`src/rtl/apb_rr_arbiter_pkg.sv`:
```
// Shared types and widths for the APB round-robin arbiter.
// State encoding matches the compute master so debug views line up.
package apb_rr_arbiter_pkg;

    localparam int unsigned APB_ADDR_W = 8;
    localparam int unsigned APB_DATA_W = 32;

    typedef enum logic [1:0] {
        IDLE   = 2'b00,
        SETUP  = 2'b01,
        ACCESS = 2'b10
    } apb_state_e;

    typedef struct packed {
        logic                  write;
        logic [APB_ADDR_W-1:0] addr;
        logic [APB_DATA_W-1:0] wdata;
    } apb_cmd_t;

endpackage

```
`src/rtl/apb_rr_arbiter_rr_pick.sv`:
```
// Combinational round-robin selector: first requester after ptr_i wins,
// wrapping modulo N.
module apb_rr_arbiter_rr_pick
    import apb_rr_arbiter_pkg::*;
#(
    parameter int unsigned N = 2,
    localparam int unsigned PW = (N > 1) ? $clog2(N) : 1
) (
    input  logic [N-1:0]  req_i,
    input  logic [PW-1:0] ptr_i,
    output logic [N-1:0]  gnt_o,
    output logic [PW-1:0] idx_o,
    output logic          any_req_o
);

    logic          found;
    logic [PW-1:0] cand;

    always_comb begin
        gnt_o = '0;
        idx_o = '0;
        found = 1'b0;
        cand  = '0;
        for (int unsigned i = 1; i <= N; i++) begin
            cand = PW'((32'(ptr_i) + i) % N);
            if (!found && req_i[cand]) begin
                found       = 1'b1;
                gnt_o[cand] = 1'b1;
                idx_o       = cand;
            end
        end
    end

    assign any_req_o = |req_i;

endmodule

```
`src/rtl/apb_rr_arbiter.sv`:
```
// Shares one APB slave between N_MASTERS masters with round-robin arbitration;
// the winner's command is registered and replayed as SETUP then ACCESS.
module apb_rr_arbiter
    import apb_rr_arbiter_pkg::*;
#(
    parameter int unsigned N_MASTERS = 2,
    parameter int unsigned TIMEOUT   = 16
) (
    input  logic                             pclk_i,
    input  logic                             presetn_i,
    input  logic [N_MASTERS-1:0]             m_psel_i,
    input  logic [N_MASTERS-1:0]             m_penable_i,
    input  logic [N_MASTERS-1:0]             m_pwrite_i,
    input  logic [APB_ADDR_W*N_MASTERS-1:0]  m_paddr_i,
    input  logic [APB_DATA_W*N_MASTERS-1:0]  m_pwdata_i,
    output logic [APB_DATA_W-1:0]            m_prdata_o,
    output logic [N_MASTERS-1:0]             m_pready_o,
    output logic [N_MASTERS-1:0]             m_pslverr_o,
    output logic                             psel_o,
    output logic                             penable_o,
    output logic                             pwrite_o,
    output logic [APB_ADDR_W-1:0]            paddr_o,
    output logic [APB_DATA_W-1:0]            pwdata_o,
    input  logic [APB_DATA_W-1:0]            prdata_i,
    input  logic                             pready_i,
    input  logic                             pslverr_i,
    output logic [N_MASTERS-1:0]             grant_o,
    output logic                             busy_o
);

    localparam int unsigned PW = $clog2(N_MASTERS);
    localparam int unsigned CW = (TIMEOUT > 0) ? $clog2(TIMEOUT + 1) : 1;
    localparam logic [CW-1:0] CNT_LAST = CW'((TIMEOUT > 0) ? TIMEOUT - 1 : 0);

    apb_state_e           state_q, state_d;
    logic [PW-1:0]        ptr_q, ptr_d;
    logic [PW-1:0]        gidx_q, gidx_d;
    logic [N_MASTERS-1:0] gnt_q, gnt_d;
    logic [CW-1:0]        cnt_q, cnt_d;
    apb_cmd_t             cmd_q, cmd_d;

    logic [N_MASTERS-1:0] pick_gnt;
    logic [PW-1:0]        pick_idx;
    logic                 pick_any;
    logic                 timeout_hit;

    // Requests are psel-only; penable from the masters carries no information here.
    logic unused_penable;
    assign unused_penable = ^m_penable_i;

    apb_rr_arbiter_rr_pick #(.N(N_MASTERS)) u_rr_pick (
        .req_i     (m_psel_i),
        .ptr_i     (ptr_q),
        .gnt_o     (pick_gnt),
        .idx_o     (pick_idx),
        .any_req_o (pick_any)
    );

    assign timeout_hit = (TIMEOUT != 0) && (cnt_q == CNT_LAST);

    always_ff @(posedge pclk_i or negedge presetn_i) begin
        if (!presetn_i) begin
            state_q <= IDLE;
            ptr_q   <= PW'(N_MASTERS - 1);
            gidx_q  <= '0;
            gnt_q   <= '0;
            cnt_q   <= '0;
            cmd_q   <= '0;
        end else begin
            state_q <= state_d;
            ptr_q   <= ptr_d;
            gidx_q  <= gidx_d;
            gnt_q   <= gnt_d;
            cnt_q   <= cnt_d;
            cmd_q   <= cmd_d;
        end
    end

    always_comb begin
        state_d     = state_q;
        ptr_d       = ptr_q;
        gidx_d      = gidx_q;
        gnt_d       = gnt_q;
        cnt_d       = cnt_q;
        cmd_d       = cmd_q;
        psel_o      = 1'b0;
        penable_o   = 1'b0;
        pwrite_o    = 1'b0;
        paddr_o     = '0;
        pwdata_o    = '0;
        busy_o      = 1'b0;
        grant_o     = '0;
        m_pready_o  = '0;
        m_pslverr_o = '0;
        m_prdata_o  = '0;

        // Slave-side command is held from the registers for the whole transfer.
        if (state_q == SETUP || state_q == ACCESS) begin
            psel_o   = 1'b1;
            busy_o   = 1'b1;
            grant_o  = gnt_q;
            pwrite_o = cmd_q.write;
            paddr_o  = cmd_q.addr;
            pwdata_o = cmd_q.wdata;
        end

        case (state_q)
            IDLE: begin
                if (pick_any) begin
                    state_d     = SETUP;
                    ptr_d       = pick_idx;
                    gidx_d      = pick_idx;
                    gnt_d       = pick_gnt;
                    cnt_d       = '0;
                    cmd_d.write = m_pwrite_i[pick_idx];
                    cmd_d.addr  = m_paddr_i[pick_idx*APB_ADDR_W +: APB_ADDR_W];
                    cmd_d.wdata = m_pwdata_i[pick_idx*APB_DATA_W +: APB_DATA_W];
                end
            end
            SETUP: begin
                state_d = ACCESS;
            end
            ACCESS: begin
                penable_o = 1'b1;
                // A withdrawn master gets no response; the slave cycle still finishes.
                if (pready_i) begin
                    state_d = IDLE;
                    if (m_psel_i[gidx_q]) begin
                        m_pready_o[gidx_q]  = 1'b1;
                        m_pslverr_o[gidx_q] = pslverr_i;
                        m_prdata_o          = prdata_i;
                    end
                end else if (timeout_hit) begin
                    state_d = IDLE;
                    if (m_psel_i[gidx_q]) begin
                        m_pready_o[gidx_q]  = 1'b1;
                        m_pslverr_o[gidx_q] = 1'b1;
                    end
                end else begin
                    cnt_d = cnt_q + CW'(1);
                end
            end
            default: begin
                state_d = IDLE;
            end
        endcase
    end

endmodule

```
`config.mk`:
```
export PLATFORM = sky130hd
export DESIGN_NAME = apb_rr_arbiter
export DESIGN_NICKNAME = d
export VERILOG_FILES = /design/src/rtl/apb_rr_arbiter_pkg.sv /design/src/rtl/apb_rr_arbiter_rr_pick.sv /design/src/rtl/apb_rr_arbiter.sv
export SDC_FILE = /design/constraint.sdc
export NUM_CORES = 1
export LEC_CHECK = 0
export BUFFER_PORTS_ARGS = -buffer_cell sky130_fd_sc_hd__buf_4
export CAP_MARGIN = 10
export CELL_PAD_IN_SITES_DETAIL_PLACEMENT = 1
export CELL_PAD_IN_SITES_GLOBAL_PLACEMENT = 2
export CORE_ASPECT_RATIO = 0.6
export CORE_UTILIZATION = 24
export DETAILED_ROUTE_END_ITERATION = 10
export PLACE_DENSITY_LB_ADDON = 0.1
export SETUP_SLACK_MARGIN = 0.02
export SYNTH_ARGS = -nofsm -noshare
export SYNTH_HDL_FRONTEND = slang
export SYNTH_SLANG_ARGS = --single-unit
```
`constraint.sdc`:
```
create_clock -name pclk_i -period 4.3 [get_ports pclk_i]
set_input_delay 0.645 -clock pclk_i [delete_from_list [all_inputs] [get_ports pclk_i]]
set_output_delay 0.645 -clock pclk_i [all_outputs]
set_load 0.01 [all_outputs]
```
Word level (Yosys, flattened, before mapping). Index checks and enable logic that the tools add are counted.

Register bits: 52. Word-level logic and storage cells: 84. Output and inout port bits: 82. Input bits: 122.

Mux-type cells: 43. Reduce and logical (&&, ||, !) cells: 12. Bitwise operators: 2. Shift-type cells: 2. Magnitude comparators: 7. Eq/ne operators: 7. Add/sub/neg operators: 3.

Operators by type and width (number): two-way mux 32 bit (4); variable part select 64 x 7 -> 32 bit (1); two-way mux 2 bit (13); two-way mux 1 bit (17); variable part select 16 x 5 -> 8 bit (1); two-way mux 5 bit (3); case mux 5 bit (2 select lines) (1); < comparator 1 x 2 -> 1 bit, second input constant (4); two-way mux 8 bit (1); inequality test 2 bit, second input constant (3); case mux 2 bit (3 select lines) (1); adder 5 x 1 -> 5 bit, second input constant (1); equality test 5 x 4 -> 1 bit, second input constant (1); logical AND 1 bit (4); AND reduction 2 bit (2); AND reduction 4 bit (1); demux 1 bit (select 1 bit) (3); greater-or-equal comparator 1 bit, second input constant (3); inequality test 3 bit, second input constant (1); adder 1 bit, second input constant (2); AND 2 bit (1); equality test 2 x 1 -> 1 bit, second input constant (1); equality test 2 bit, second input constant (1); logical NOT 2 bit (1); other kinds (5) (5).

Depth between registers and ports, before layout.
Depth after elaboration: 9. Mapped depth: 7. Depth with buffers taken out: 6.

Modules after synthesis. Synthesis repeated with hierarchy kept, for this count alone.

Cells, all modules: 334. Area total of the unflattened synthesis: 3012.9 um^2.

Modules (own cells, without submodules): apb_rr_arbiter (cells each 329, seq. area each 1302.5 um^2, instances 1, area each 2980.4 um^2); apb_rr_arbiter_rr_pick (cells each 5, seq. area each 0.0 um^2, instances 1, area each 32.5 um^2).

Least setup slack after synthesis. No wires, ideal clock.

Path type: register to output. Start: reg state_q[0]. End: out m_prdata_o[11]. Path buffers: 2. Arrival: 1.433 ns. Path slack: 2.222 ns. Data required time: 3.655 ns. Cell stages (with the launch flop): 8. Path through: dfrtp_1 > inv_1 > ha_1 > buf_2 > nand2_1 > a21oi_2 > clkbuf_1 > and2_1.

Cells in the longest elaborated chain, start to end: 2.

Ends and longest elaborated chain: start, declared (line apb_rr_arbiter.sv:35) `apb_state_e state_q, state_d;`; start signal, assigned (line apb_rr_arbiter.sv:70) `state_q <= state_d;`; equality test 2 bit (line apb_rr_arbiter.sv:107) `case (state_q)`; two-way mux 32 bit (line apb_rr_arbiter.sv:107); end, declared (line apb_rr_arbiter.sv:16) `output logic [APB_DATA_W-1:0] m_prdata_o,`.

Every way passes these cells.

Final worst setup path.
Start: reg state_q[0]. End: out m_prdata_o[29].

Same word-level chain as after synthesis.

==> out/results.tsv <==
metric	value	unit
mapped cell area	3090	um^2
power consumption	2.88	mW
GRT Resource Usage Total	0.155	
dpl cells	675	
drc violations	0	
GRT Residual Overflow	0	
net count after synthesis	456	
Resize count post-CTS	0	
status	finished clean	
GR peak layer	met2	
Peak VDD IR	228	uV
CTS Buf Count	5	
DIE AREA	13400	um^2
Starting Density	0.252	
vias per cell	4.23	
crit-path max FO	32	
type of origin of the critical path	register	
area leader, netlist	dfrtp_1	
Clock Latency Late Sink	0.29	ns
worst endpoint required time	3.65	ns
Clock Sink Count	52	
first-pass GRT wire length	16200	um
Lkg Pwr	2.46	nW
final net count	644	
f_max	0.331	GHz
syn_area_per_cell	9.40	um^2
# port buffers	201	
MaxCap Viol Count	0	
Non-Filler Instances	683	
worst rel slew slack	0.342	
setup bufs post-CTS	0	
DIE WIDTH	149	um
Initial DRC Count	67	
CTS tree	done	
unrepaired setup endpoints after global routing	no	
clock buffer depth	2	
YS warnings	0	
register area	1300	um^2
post-synthesis sequential area ratio	0.421	
largest net degree at the start of global routing	53	
core area	12300	um^2
Multi-input gate area	1620	um^2
antenna-violating nets left	0	
CP arrival	2.38	ns
Site Rows	31	
Total Neg Setup Slack	0	ns
initial antenna violation count	0	
synth unique cells	38	
synthesized netlist cell count	329	
minimum clock period	3.02	ns
share of cells above drive strength 1	0.425	
Diodes inserted	0	
met3 usage	0.0431	
fillers	1453	
clock skew	0.00743	ns
Synth area leaders	dfrtp_1 41%, and2_1 15%, mux2i_1 14%	
Synth top area share	0.413	
met1 Resource Use GR	0.222	
CP Class	reg -> out	
Area after DPL	4680	um^2
P&R area growth vs syn	57.4	%
worst hold path class	in -> async	
Worst-Margin Slew	0.987	ns
Hold Buf Count CTS	0	
DR vias	2891	
vias in the first global route	2944	
final instance area	4870	um^2
Final setup violation count	0	
# IOs	204	
register bit total from synthesis	52	
RD Place Congestion	0.713	
Post-Route WL	10100	um
WL/cell	14.8	um
Die Height	89.9	um
CTS H-tree depth	2	
period utilization	0.703	
post-DP HPWL	7800	um
fin. max-slew vios	0	
worst reg-to-reg setup slack	2.23	ns
CTS clk-pin slew, worst paths	0.07	ns
DR pass1 iterations	6	
Pwr Density	591	nW/um^2
Setup crit end kind	output port	
Root Buffer Master	clkbuf_16	
met2 global-route usage	0.234	
Final Hold Fails	0	
-- cell usage in the layout (no fill, tap or decap), types with 2 or more instances in the layout --
master | netlist | final
and2_1 | 75 | 75
a22o_1 | 2 | 2
clkbuf_16 | 0 | 5
ha_1 | 5 | 5
nand2_1 | 46 | 46
buf_4 | 1 | 205
dfrtp_1 | 51 | 51
nor3b_2 | 2 | 2
inv_1 | 4 | 4
clkbuf_8 | 0 | 2
o21ai_1 | 42 | 41
o21a_1 | 2 | 2
nor2_1 | 8 | 8
a21oi_1 | 2 | 2
o21ai_0 | 5 | 5
mux2i_1 | 42 | 42
-- layer usage --
| layer | share of wire | wire length [um] | up-vias |
|---|---|---|---|
| met5 | 0 | 0 | - |
| met4 | 0.0021 | 21 | 0 |
| met3 | 0.068 | 689 | 2 |
| met2 | 0.44 | 4460 | 72 |
| met1 | 0.49 | 4910 | 1347 |
| li1 | - | - | 1470 |
-- area by class of cell --
class	instances	area share
timing repair buffer	205	0.316
multi-input combinational	249	0.333
sequential	52	0.268
tap	165	0.0424
clock buffer	7	0.0314
clock inverter	1	0.00617
inverter	4	0.00308
-- flip-flops by register name (all words and copies together) (netlist names) --
name,cells
gnt_q,2
cnt_q,5
ptr_q,1
cmd_q,41
gidx_q,1
state_q,2
-- cell usage after synthesis, drive strengths merged --
cell	count
a22o	2
and2	75
o22ai	1
nor2	8
and3	1
a21boi	1
ha	5
o21bai	1
nand2b	1
or3	1
o31ai	1
dfstp	1
a32o	1
a31oi	1
clkbuf	9
dfrtp	51
o2bb2ai	1
o21a	2
nand2	46
nor4	1
inv	4
a21oi	3
mux2i	42
o21ai	47
o311ai	2
or3b	1
nor3b	2
nand3	1
mux2	2
buf	15
-- worst paths after layout --
check                      depth (start not counted)        endpoint       start
max in group asynchronous                          1       cmd_q[40]   presetn_i
min                                                1        cmd_q[2]   presetn_i
max                                                6  m_prdata_o[29]  state_q[0]
min in group pclk_i                                2       cmd_q[18]   cmd_q[18]
min reg2reg                                        2       cmd_q[18]   cmd_q[18]
max reg2reg                                        6        cnt_q[3]    cnt_q[0]
-- cells by family after synthesis --
group           share of synthesized area
simple gates                        0.238
fa+ha+maj                          0.0202
flops                               0.421
mux                                 0.143
buf+inv                            0.0607
compound gates                      0.117
-- power by group --
part,switching (mW),internal [mW]
sequential,0.109,0.717
combinational,0.814,0.752
clock,0.179,0.307
total,1.10,1.78
-- metrics by stage --
step,setup slack [ns],util,hold slack (ns)
3_3_place_gp,1.58,0.381,0.458
2_1_floorplan,2.22,-,0.349
6_report,1.28,0.396,0.395
5_1_grt,0.874,0.396,0.450
4_1_cts,1.23,0.396,0.428
3_5_place_dp,1.52,0.381,0.468
-- worst max-delay path, stage by stage (launching register included) --
cell	delay, ns
dfrtp_1	0.38
inv_1	0.11
ha_1	0.38
nand2_1	0.11
a21oi_2	0.73
and2_1	0.24
buf_4	0.13
Power figures use the tool's default switching activity.
